--- src/rtl/period_meter_if.sv ---
// Measurement bus between the period meter and its user: slow clock and enable in,
// half-period result and status flags out.
interface period_meter_if;
  logic        clk_in;
  logic        en;
  logic [15:0] half_cnt;
  logic        valid;
  logic        locked;
  logic        stall;
  logic [7:0]  err_cnt;

  modport master (
    output clk_in, en,
    input  half_cnt, valid, locked, stall, err_cnt
  );

  modport slave (
    input  clk_in, en,
    output half_cnt, valid, locked, stall, err_cnt
  );
endinterface

--- src/rtl/period_meter.sv ---
// Measures each half-period of an asynchronous slow clock in core cycles, tracks lock
// against an expected value, flags a stalled input, and counts out-of-tolerance halves.
module period_meter #(
  parameter int unsigned EXP_HALF = 25000,
  parameter int unsigned TOL      = 2,
  parameter int unsigned LOCK_N   = 4,
  parameter int unsigned TIMEOUT  = 60000
) (
  input  logic         clk,
  input  logic         rst,
  period_meter_if.slave bus
);

  localparam int unsigned GW = $clog2(LOCK_N + 1);
  localparam logic [15:0] LO_LIM   = 16'(EXP_HALF - TOL);
  localparam logic [15:0] HI_LIM   = 16'(EXP_HALF + TOL);
  localparam logic [15:0] TO_LIM   = 16'(TIMEOUT);
  localparam logic [GW-1:0] GOOD_MAX = GW'(LOCK_N);

  typedef enum logic [1:0] {IDLE, ARM, MEAS} state_t;

  state_t        state_q, state_d;
  logic [2:0]    sync_q, sync_d;
  logic [15:0]   cnt_q, cnt_d;
  logic [GW-1:0] good_q, good_d;
  logic [15:0]   half_cnt_q, half_cnt_d;
  logic          valid_q, valid_d;
  logic          locked_q, locked_d;
  logic          stall_q, stall_d;
  logic [7:0]    err_cnt_q, err_cnt_d;

  logic          edge_det;
  logic          in_tol;
  logic [GW-1:0] good_inc;

  always_ff @(posedge clk or posedge rst) begin
    if (rst) begin
      state_q    <= IDLE;
      sync_q     <= '0;
      cnt_q      <= '0;
      good_q     <= '0;
      half_cnt_q <= '0;
      valid_q    <= 1'b0;
      locked_q   <= 1'b0;
      stall_q    <= 1'b0;
      err_cnt_q  <= '0;
    end else begin
      state_q    <= state_d;
      sync_q     <= sync_d;
      cnt_q      <= cnt_d;
      good_q     <= good_d;
      half_cnt_q <= half_cnt_d;
      valid_q    <= valid_d;
      locked_q   <= locked_d;
      stall_q    <= stall_d;
      err_cnt_q  <= err_cnt_d;
    end
  end

  // Two synchronizer stages then a compare stage: fixed latency on both edge polarities.
  assign edge_det = sync_q[1] ^ sync_q[2];
  assign in_tol   = (cnt_q >= LO_LIM) && (cnt_q <= HI_LIM);
  assign good_inc = (good_q == GOOD_MAX) ? good_q : good_q + 1'b1;

  always_comb begin
    sync_d     = {sync_q[1:0], bus.clk_in};
    state_d    = state_q;
    cnt_d      = cnt_q;
    good_d     = good_q;
    half_cnt_d = half_cnt_q;
    valid_d    = 1'b0;
    locked_d   = locked_q;
    stall_d    = stall_q;
    err_cnt_d  = err_cnt_q;

    if (!bus.en) begin
      state_d  = IDLE;
      cnt_d    = '0;
      good_d   = '0;
      locked_d = 1'b0;
    end else begin
      case (state_q)
        IDLE: begin
          cnt_d   = '0;
          state_d = ARM;
        end
        ARM: begin
          if (edge_det) begin
            cnt_d   = 16'd1;
            stall_d = 1'b0;
            state_d = MEAS;
          end
        end
        MEAS: begin
          // An edge on the timeout cycle still counts as a measurement.
          if (edge_det) begin
            half_cnt_d = cnt_q;
            valid_d    = 1'b1;
            cnt_d      = 16'd1;
            stall_d    = 1'b0;
            if (in_tol) begin
              good_d   = good_inc;
              locked_d = (good_inc == GOOD_MAX);
            end else begin
              good_d    = '0;
              locked_d  = 1'b0;
              err_cnt_d = (err_cnt_q == 8'hFF) ? err_cnt_q : err_cnt_q + 8'd1;
            end
          end else if (cnt_q == TO_LIM) begin
            stall_d  = 1'b1;
            locked_d = 1'b0;
            good_d   = '0;
            cnt_d    = '0;
            state_d  = ARM;
          end else begin
            cnt_d = cnt_q + 16'd1;
          end
        end
        default: state_d = IDLE;
      endcase
    end
  end

  assign bus.half_cnt = half_cnt_q;
  assign bus.valid    = valid_q;
  assign bus.locked   = locked_q;
  assign bus.stall    = stall_q;
  assign bus.err_cnt  = err_cnt_q;

endmodule

--- src/flat_wrapper.sv ---
// flat-port wrapper written by rule: the top's interface ports become plain ports
module period_meter_flat 
#(
  parameter int unsigned EXP_HALF = 25000,
  parameter int unsigned TOL      = 2,
  parameter int unsigned LOCK_N   = 4,
  parameter int unsigned TIMEOUT  = 60000
)
  (clk, rst, bus_clk_in, bus_en, bus_half_cnt, bus_valid, bus_locked, bus_stall, bus_err_cnt);
  period_meter_if bus_i ();
  input  logic clk;
  input  logic rst;
  input wire logic [$bits(bus_i.clk_in)-1:0] bus_clk_in;
  input wire logic [$bits(bus_i.en)-1:0] bus_en;
  output wire logic [$bits(bus_i.half_cnt)-1:0] bus_half_cnt;
  output wire logic [$bits(bus_i.valid)-1:0] bus_valid;
  output wire logic [$bits(bus_i.locked)-1:0] bus_locked;
  output wire logic [$bits(bus_i.stall)-1:0] bus_stall;
  output wire logic [$bits(bus_i.err_cnt)-1:0] bus_err_cnt;
  assign bus_i.clk_in = bus_clk_in;
  assign bus_i.en = bus_en;
  assign bus_half_cnt = bus_i.half_cnt;
  assign bus_valid = bus_i.valid;
  assign bus_locked = bus_i.locked;
  assign bus_stall = bus_i.stall;
  assign bus_err_cnt = bus_i.err_cnt;
  period_meter #(.EXP_HALF(EXP_HALF), .TOL(TOL), .LOCK_N(LOCK_N), .TIMEOUT(TIMEOUT)) u_core (.clk(clk), .rst(rst), .bus(bus_i));
endmodule
--- config.mk ---
export PLATFORM = sky130hd
export DESIGN_NAME = period_meter_flat
export DESIGN_NICKNAME = d
export VERILOG_FILES = /design/src/rtl/period_meter_if.sv /design/src/rtl/period_meter.sv /design/src/flat_wrapper.sv
export SDC_FILE = /design/constraint.sdc
export NUM_CORES = 1
export LEC_CHECK = 0
export BUFFER_PORTS_ARGS = -buffer_cell sky130_fd_sc_hd__clkbuf_2
export CORE_UTILIZATION = 40
export CTS_BUF_LIST = sky130_fd_sc_hd__clkbuf_4 sky130_fd_sc_hd__clkbuf_8
export DETAILED_ROUTE_END_ITERATION = 8
export PLACE_DENSITY = 0.56
export SETUP_SLACK_MARGIN = 0.5
export SLEW_MARGIN = 15
export SYNTH_ARGS = -nofsm -noshare
export SYNTH_HDL_FRONTEND = slang
export SYNTH_SLANG_ARGS = --single-unit
--- constraint.sdc ---
create_clock -name clk -period 3.12 [get_ports clk]
set_clock_uncertainty 0.2 [all_clocks]
set_input_delay 0.78 -clock clk [delete_from_list [all_inputs] [get_ports clk]]
set_output_delay 0.78 -clock clk [all_outputs]
set_load 0.01 [all_outputs]
==> results of run 1 <==
-- timing repair --
action	CTS	global route
buffers inserted	0	3
gates resized for setup	0	1
setup endpoints to repair	0	7
hold endpoints to repair	0	0
-- Yosys cell counts, drive strengths merged (6+ instances only) --
cell    instances  share of area
clkbuf          6          0.019
dfrtp          51           0.46
ha             10          0.045
inv            12          0.016
nand2          58          0.080
nand3          13          0.024
nand4           8          0.024
nor2           15          0.021
nor3           11          0.020
o21ai          24          0.045
xnor2           9          0.029
-- per-layer routing --
| metal | global-route usage | wire (um) | share of wire | vias up |
|---|---|---|---|---|
| met5 | 0 | 0 | 0 | - |
| met1 | 0.272 | 3010 | 0.50 | 1034 |
| met3 | 0.0253 | 192 | 0.032 | 2 |
| met2 | 0.275 | 2760 | 0.46 | 37 |
| li1 | - | - | - | 1088 |
| met4 | 0.0508 | 25 | 0.0042 | 0 |
-- how the worst max path moves through the flow --
stage	slack [ps]	from	depth (start not counted)	endpoint
after global placement	630	u_core.cnt_q[3]	5	u_core.cnt_q[7]
after CTS	600	u_core.cnt_q[3]	5	u_core.cnt_q[4]
final	710	u_core.cnt_q[4]	6	u_core.bus.stall
after floorplan	910	rst	1	u_core.bus.err_cnt[0]
after global routing	470	u_core.cnt_q[0]	9	u_core.cnt_q[14]
after detailed placement	620	bus_en	6	u_core.cnt_q[13]
-- critical path, stage by stage, from the launching register on --
cell and delay, ps:
sky130_fd_sc_hd__dfrtp_1 490, sky130_fd_sc_hd__or4b_4 590, sky130_fd_sc_hd__nor4_4 290, sky130_fd_sc_hd__buf_4 210, sky130_fd_sc_hd__buf_4 130, sky130_fd_sc_hd__a31oi_1 90, sky130_fd_sc_hd__o41ai_2 300
-- kinds of logic (layout without fill, tap and decap cells) --
kind of cell | count (synthesis) | after routing | synth area share
flops | 51 | 51 | 0.464
mux | 3 | 3 | 0.0114
xor+xnor | 10 | 10 | 0.0318
fa+ha+maj | 10 | 10 | 0.0455
simple gates | 127 | 127 | 0.235
compound gates | 60 | 60 | 0.163
buf+inv | 23 | 62 | 0.0495
-- area by class of cell --
class	count	area [sq um]	share of cell area
Timing Repair Buffer	42	240	0.0775
Multi-Input combinational cell	210	1350	0.434
Clock buffer	6	82.6	0.0266
Inverter	12	45.0	0.0145
Clock inverter	2	16.3	0.00524
Sequential cell	51	1280	0.411
Tap cell	77	96.3	0.0311
-- through the flow --
step	utilization	setup slack, ps	cells
floorplan	-	910	284
global placement	0.458	628	389
detailed placement	0.458	622	389
CTS	0.473	604	397
global route	0.478	473	400
finish	0.478	714	400
-- sequential cells by signal, indices dropped and copies added, names as in the netlist, 2 cells and up --
| name | count |
|---|---|
| u_core.state_q | 2 |
| u_core.good_q | 3 |
| u_core.cnt_q | 16 |
| u_core.bus.err_cnt | 8 |
| u_core.sync_q | 3 |
| u_core.bus.half_cnt | 16 |
-- where the power goes --
| part | leakage (nW) | switching [W] | internal [W] | total [W] |
|---|---|---|---|---|
| sequential | 0.702 | 0.0000374 | 0.000691 | 0.000729 |
| clock | 0.0474 | 0.000227 | 0.000182 | 0.000409 |
| combinational | 0.733 | 0.000190 | 0.000109 | 0.000299 |
| total | 1.48 | 0.000455 | 0.000982 | 0.00144 |
==> impl_results.html, run 1 <==
<table>
<tr><th>Metric</th><th>Value</th></tr>
<tr><th colspan="2">Cells and area</th></tr>
<tr><td>Fill cell instance count of the final layout</td><td>599</td></tr>
<tr><td>Most common library cell in the layout ignoring fill and taps</td><td>sky130_fd_sc_hd__nand2_1</td></tr>
<tr><td>Most frequent cells in the layout</td><td>sky130_fd_sc_hd__nand2_1, sky130_fd_sc_hd__dfrtp_1, sky130_fd_sc_hd__clkbuf_2</td></tr>
<tr><td>Final std cell area, no fill</td><td>3100 sq um</td></tr>
<tr><td>Net total in the final layout</td><td>336</td></tr>
<tr><td>P&amp;R area growth vs syn</td><td>12.7%</td></tr>
<tr><td>Fraction of layout instances using a drive strength above 1</td><td>0.211</td></tr>
<tr><td>ANT cells</td><td>0</td></tr>
<tr><th colspan="2">Run</th></tr>
<tr><td>Max-capacitance violation count</td><td>0</td></tr>
<tr><th colspan="2">Power</th></tr>
<tr><td>Pwr per Cell Area</td><td>463 nW/um^2</td></tr>
<tr><td>Worst IR drop on VDD</td><td>0.000232 V</td></tr>
<tr><td>Standby leakage power</td><td>1.48 nW</td></tr>
<tr><td>Design Power</td><td>0.00144 W</td></tr>
<tr><th colspan="2">Timing</th></tr>
<tr><td>Setup-violating endpoint count in the final report</td><td>0</td></tr>
<tr><td>Final-layout setup total negative slack</td><td>0 ps</td></tr>
<tr><td>Max Clk Rate</td><td>416 MHz</td></tr>
<tr><td>Final hold slack</td><td>161 ps</td></tr>
<tr><td>Minimum period implied by the final worst setup slack</td><td>2410 ps</td></tr>
<tr><td>Final Max Tran Viols</td><td>0</td></tr>
<tr><td>Tcrit/Tclk final</td><td>0.771</td></tr>
<tr><td>Remaining max-slew budget at the tightest pin</td><td>0.655</td></tr>
<tr><td>Transition at the pin with the smallest max-transition slack</td><td>513 ps</td></tr>
<tr><td>Hold Fails Final Rpt</td><td>0</td></tr>
<tr><td>RSZ-0062 raised after global routing</td><td>yes</td></tr>
<tr><th colspan="2">Floorplan</th></tr>
<tr><td>Core footprint</td><td>6490 sq um</td></tr>
<tr><td>Die X</td><td>85.0 um</td></tr>
<tr><td>Die area</td><td>7220 sq um</td></tr>
<tr><td>Number of placement rows</td><td>29</td></tr>
<tr><td>Starting density of the core</td><td>0.424</td></tr>
<tr><td>Top-Level Pins</td><td>31</td></tr>
<tr><td>Die Span Y</td><td>85.0 um</td></tr>
<tr><th colspan="2">Clocking</th></tr>
<tr><td>Root buffer cell</td><td>sky130_fd_sc_hd__clkbuf_8</td></tr>
<tr><td>H-tree level count</td><td>2</td></tr>
<tr><td>Number of hold-repair buffers added at the cts stage</td><td>0</td></tr>
<tr><td>CTS max path bufs</td><td>2</td></tr>
<tr><td>Clock Pin Slew Worst Setup and Hold Paths</td><td>100 ps</td></tr>
<tr><td>Later-pin clock latency in the skew report</td><td>300 ps</td></tr>
<tr><td>CTS tree</td><td>done</td></tr>
<tr><td>Number of buffers created by CTS</td><td>5</td></tr>
<tr><td>Number of sinks on the clock net</td><td>51</td></tr>
<tr><th colspan="2">Worst setup path</th></tr>
<tr><td>Category of the most critical setup path</td><td>reg2reg</td></tr>
<tr><td>R2R Setup Slk</td><td>710 ps</td></tr>
<tr><td>Reg2reg end</td><td>u_core.bus.stall</td></tr>
<tr><td>Endpoint class of the critical path</td><td>flip-flop</td></tr>
<tr><td>Critical R2R Launch</td><td>u_core.cnt_q[4]</td></tr>
<tr><td>Required time of the critical path</td><td>3110 ps</td></tr>
<tr><td>Startpoint kind of the worst setup timing path</td><td>flip-flop</td></tr>
<tr><td>Crit path DAT</td><td>2390 ps</td></tr>
<tr><td>R2r worst-path depth</td><td>6</td></tr>
<tr><td>Largest fanout on the critical path</td><td>8</td></tr>
<tr><th colspan="2">Global route</th></tr>
<tr><td>Global-route wire length before repair</td><td>10500 um</td></tr>
<tr><td>Via count of the first global-routing pass</td><td>2111</td></tr>
<tr><td>Maximum number of pins on one net before global-route repair</td><td>24</td></tr>
<tr><td>Number of antenna violations at the first check in global routing</td><td>0</td></tr>
<tr><td>Total GRT Usage</td><td>0.182</td></tr>
<tr><td>Remaining Overflow, GRT</td><td>0</td></tr>
<tr><th colspan="2">Min path</th></tr>
<tr><td>Startpoint of the tightest hold check path</td><td>u_core.sync_q[0]</td></tr>
<tr><td>Path category of the worst min-delay check</td><td>reg2reg</td></tr>
<tr><td>Number of cells on the worst hold path</td><td>0</td></tr>
<tr><td>Endpoint, Worst Hold</td><td>u_core.sync_q[1]</td></tr>
<tr><th colspan="2">Logic synthesis</th></tr>
<tr><td>Mapped Cells</td><td>284</td></tr>
<tr><td>Post-synth EDFFs</td><td>0</td></tr>
<tr><td>Share of async-settable or async-resettable flops after synthesis</td><td>1.00</td></tr>
<tr><td>Ys Warns</td><td>0</td></tr>
<tr><td>Net count after synthesis</td><td>298</td></tr>
<tr><td>Sequential share of the synthesized area</td><td>0.464</td></tr>
<tr><td>Top flip-flop cell by instance count after synthesis</td><td>sky130_fd_sc_hd__dfrtp_1</td></tr>
<tr><td>Avg Inst Size Synth</td><td>9.69 sq um</td></tr>
<tr><td>Cell Area, Synth</td><td>2750 sq um</td></tr>
<tr><td>Count of unique library cells instantiated by Yosys</td><td>61</td></tr>
<tr><td>Register bit count reported by yosys</td><td>51</td></tr>
<tr><th colspan="2">Route</th></tr>
<tr><td>First DRT Iteration DRCs</td><td>128</td></tr>
<tr><td>Initial DRT Pass Iterations</td><td>9</td></tr>
<tr><td>Routed wire length</td><td>5990 um</td></tr>
<tr><td>Post-detailed-route wirelength per cell</td><td>15.0 um</td></tr>
<tr><td>Routed vias</td><td>2161</td></tr>
<tr><td>Detailed-route vias per instance</td><td>5.40</td></tr>
<tr><td>Final routed DRC violation total</td><td>5</td></tr>
<tr><td>Number of nets with antenna violations after detailed routing</td><td>0</td></tr>
<tr><th colspan="2">Placed design</th></tr>
<tr><td>Number of I/O port buffers</td><td>30</td></tr>
<tr><td>Half-perimeter wire length after placement</td><td>4310 um</td></tr>
<tr><td>Placed instance area</td><td>2980 sq um</td></tr>
<tr><td>RePlAce Congestion</td><td>0.838</td></tr>
<tr><th colspan="2">Run status</th></tr>
<tr><td>Violated checks</td><td>DRC</td></tr>
<tr><td>Run status</td><td>complete, but fails checks</td></tr>
</table>
Note: power is estimated with default switching activity, not from simulation.
==> run 2, diff against run 1 <==
==> constraint.sdc (replaced) <==
create_clock -name clk -period 2.3 [get_ports clk]
set_clock_uncertainty 0.2 [all_clocks]
set_input_delay 0.575 -clock clk [delete_from_list [all_inputs] [get_ports clk]]
set_output_delay 0.575 -clock clk [all_outputs]
set_load 0.01 [all_outputs]
==> run 2 against run 1 <==
Net effect: the flow still finishes with violations (DRC); setup slack got worse by 510 ps; flip-flop and latch count stayed put; die area is the same; global-route usage increased by 1.2 points; sequential share of layout area is 5.5 points lower; clock power grew 28%; cell area is 16% higher.
==> impl_results.html, run 2 (synthesis results as in run 1) <==
<table>
<tr><th>Metric</th><th>Value</th></tr>
<tr><th colspan="2">Run status</th></tr>
<tr><td>Run status</td><td>complete, but fails checks</td></tr>
<tr><td>Violated checks</td><td>DRC</td></tr>
<tr><th colspan="2">Power</th></tr>
<tr><td>Proportion of power drawn by combinational gates</td><td>0.289</td></tr>
<tr><td>Part of the power in registers</td><td>0.465</td></tr>
<tr><td>Share of total power in the clock network</td><td>0.247</td></tr>
<tr><td>Net Sw Frac</td><td>0.334</td></tr>
<tr><td>Worst IR drop on VDD</td><td>0.000337 V</td></tr>
<tr><td>Pwr per Cell Area</td><td>591 nW/um^2</td></tr>
<tr><td>Internal power</td><td>0.00141 W</td></tr>
<tr><td>Standby leakage power</td><td>1.68 nW</td></tr>
<tr><td>Net switching power of the design</td><td>0.000708 W</td></tr>
<tr><th colspan="2">Timing</th></tr>
<tr><td>RSZ-0062 raised after global routing</td><td>yes</td></tr>
<tr><td>Hold Fails Final Rpt</td><td>0</td></tr>
<tr><td>Minimum period implied by the final worst setup slack</td><td>2090 ps</td></tr>
<tr><td>Remaining max-slew budget at the tightest pin</td><td>0.616</td></tr>
<tr><td>Final hold slack</td><td>101 ps</td></tr>
<tr><td>Max Clk Rate</td><td>478 MHz</td></tr>
<tr><td>Setup-violating endpoint count in the final report</td><td>0</td></tr>
<tr><td>Transition at the pin with the smallest max-transition slack</td><td>574 ps</td></tr>
<tr><td>Slack of the critical path</td><td>207 ps</td></tr>
<tr><td>Tcrit/Tclk final</td><td>0.910</td></tr>
<tr><td>Final Max Tran Viols</td><td>0</td></tr>
<tr><td>Final-layout setup total negative slack</td><td>0 ps</td></tr>
<tr><th colspan="2">Clocking</th></tr>
<tr><td>CTS tree</td><td>done</td></tr>
<tr><td>Number of sinks on the clock net</td><td>51</td></tr>
<tr><td>H-tree level count</td><td>2</td></tr>
<tr><td>Root buffer cell</td><td>sky130_fd_sc_hd__clkbuf_8</td></tr>
<tr><td>CTS max path bufs</td><td>2</td></tr>
<tr><td>Later-pin clock latency in the skew report</td><td>310 ps</td></tr>
<tr><td>Clock Pin Slew Worst Setup and Hold Paths</td><td>100 ps</td></tr>
<tr><td>Number of buffers created by CTS</td><td>5</td></tr>
<tr><th colspan="2">Route</th></tr>
<tr><td>Routed vias</td><td>2325</td></tr>
<tr><td>Initial DRT Pass Iterations</td><td>6</td></tr>
<tr><td>First DRT Iteration DRCs</td><td>144</td></tr>
<tr><td>Post-detailed-route wirelength per cell</td><td>15.9 um</td></tr>
<tr><td>Detailed-route vias per instance</td><td>5.39</td></tr>
<tr><td>Final routed DRC violation total</td><td>2</td></tr>
<tr><td>Routed wire length</td><td>6840 um</td></tr>
<tr><td>Number of nets with antenna violations after detailed routing</td><td>0</td></tr>
<tr><th colspan="2">Global route</th></tr>
<tr><td>Total GRT Usage</td><td>0.194</td></tr>
<tr><td>Via count of the first global-routing pass</td><td>2236</td></tr>
<tr><td>Global-route wire length before repair</td><td>11000 um</td></tr>
<tr><td>Most congested layer reported by global routing</td><td>met2</td></tr>
<tr><td>Maximum number of pins on one net before global-route repair</td><td>27</td></tr>
<tr><td>Number of antenna violations at the first check in global routing</td><td>0</td></tr>
<tr><td>Met2 track demand over resource in global routing</td><td>0.315</td></tr>
<tr><td>Routing usage on met3</td><td>0.0253</td></tr>
<tr><td>Met1 capacity usage during global routing</td><td>0.268</td></tr>
<tr><td>Remaining Overflow, GRT</td><td>0</td></tr>
<tr><th colspan="2">Cells and area</th></tr>
<tr><td>Net total in the final layout</td><td>367</td></tr>
<tr><td>ANT cells</td><td>0</td></tr>
<tr><td>P&amp;R area growth vs syn</td><td>30.4%</td></tr>
<tr><td>Fraction of layout instances using a drive strength above 1</td><td>0.387</td></tr>
<tr><td>Most common library cell in the layout ignoring fill and taps</td><td>sky130_fd_sc_hd__nand2_1</td></tr>
<tr><td>Final std cell area, no fill</td><td>3590 sq um</td></tr>
<tr><td>Most frequent cells in the layout</td><td>sky130_fd_sc_hd__nand2_1, sky130_fd_sc_hd__dfrtp_1, sky130_fd_sc_hd__buf_4</td></tr>
<tr><td>Final Util</td><td>0.553</td></tr>
<tr><th colspan="2">Worst setup path</th></tr>
<tr><td>Required time of the critical path</td><td>2300 ps</td></tr>
<tr><td>R2r worst-path depth</td><td>5</td></tr>
<tr><td>Endpoint class of the critical path</td><td>flip-flop</td></tr>
<tr><td>Startpoint kind of the worst setup timing path</td><td>flip-flop</td></tr>
<tr><td>Category of the most critical setup path</td><td>reg2reg</td></tr>
<tr><td>Crit path DAT</td><td>2090 ps</td></tr>
<tr><td>Largest fanout on the critical path</td><td>6</td></tr>
<tr><th colspan="2">Floorplan</th></tr>
<tr><td>Die X</td><td>85.0 um</td></tr>
<tr><td>Top-Level Pins</td><td>31</td></tr>
<tr><td>Die area</td><td>7220 sq um</td></tr>
<tr><td>Die Span Y</td><td>85.0 um</td></tr>
<tr><td>Number of placement rows</td><td>29</td></tr>
<tr><td>Core footprint</td><td>6490 sq um</td></tr>
<tr><td>Starting density of the core</td><td>0.424</td></tr>
<tr><th colspan="2">Placed design</th></tr>
<tr><td>Half-perimeter wire length after placement</td><td>4630 um</td></tr>
<tr><td>Number of I/O port buffers</td><td>30</td></tr>
<tr><td>RePlAce Congestion</td><td>0.924</td></tr>
<tr><td>Placed instance area</td><td>3180 sq um</td></tr>
<tr><td>Setup slack at placement</td><td>154 ps</td></tr>
<tr><th colspan="2">Min path</th></tr>
<tr><td>Path category of the worst min-delay check</td><td>in2async</td></tr>
<tr><th colspan="2">Run</th></tr>
<tr><td>Max-capacitance violation count</td><td>0</td></tr>
</table>
-- run 2: layout make-up --
class | instances | area [sq um]
Clock buffer | 5 | 68.8
Clock inverter | 3 | 20.0
Fill cell | 602 | 2910
Inverter | 12 | 52.6
Multi-Input combinational cell | 210 | 1540
Sequential cell | 51 | 1280
Tap cell | 77 | 96.3
Timing Repair Buffer | 73 | 533
-- run 2: per-stage QoR --
step           std cells  power, W
6_report             431   0.00212
5_1_grt              431   0.00224
4_1_cts              425   0.00209
3_5_place_dp         410   0.00150
3_3_place_gp         410   0.00149
2_1_floorplan        284   0.00130
-- run 2: critical path: stages (launching register included) --
cell,delay (ps)
sky130_fd_sc_hd__dfrtp_1,470
sky130_fd_sc_hd__or4_4,520
sky130_fd_sc_hd__a211oi_4,200
sky130_fd_sc_hd__nand4_4,180
sky130_fd_sc_hd__nand2_4,120
sky130_fd_sc_hd__mux2_4,300
-- run 2: what timing repair did --
item	in CTS	in global routing
setup endpoints to repair	46	48
gates cloned	0	1
pin swaps	13	15
gates resized for setup	22	27
setup buffers	7	5
hold buffers	0	0
-- run 2: per-layer routing --
layer / routed length [um] / up-vias
met3: 228 / 9
met1: 3330 / 1118
met2: 3180 / 54
li1: - / 1144
met5: 0 / -
met4: 106 / 0
-- run 2: worst paths after layout --
kind                                           end        startpoint  slack [ps]
setup reg to reg             u_core.bus.err_cnt[1]  u_core.cnt_q[15]         210
min in group clk                  u_core.sync_q[1]  u_core.sync_q[0]         160
max in group asynchronous          u_core.cnt_q[2]               rst        1170
hold / removal             u_core.bus.half_cnt[14]               rst         100
hold reg to reg                   u_core.sync_q[1]  u_core.sync_q[0]         160
setup / recovery             u_core.bus.err_cnt[1]  u_core.cnt_q[15]         210
-- run 2: power by group through the flow --
stage	Clock, W	Combinational [W]	Sequential [W]
5_1_grt	0.000575	0.000674	0.000994
3_5_place_dp	0	0.000495	0.00100
2_1_floorplan	0	0.000296	0.00101
3_3_place_gp	0	0.000490	0.00100
6_report	0.000523	0.000612	0.000986
4_1_cts	0.000547	0.000557	0.000982
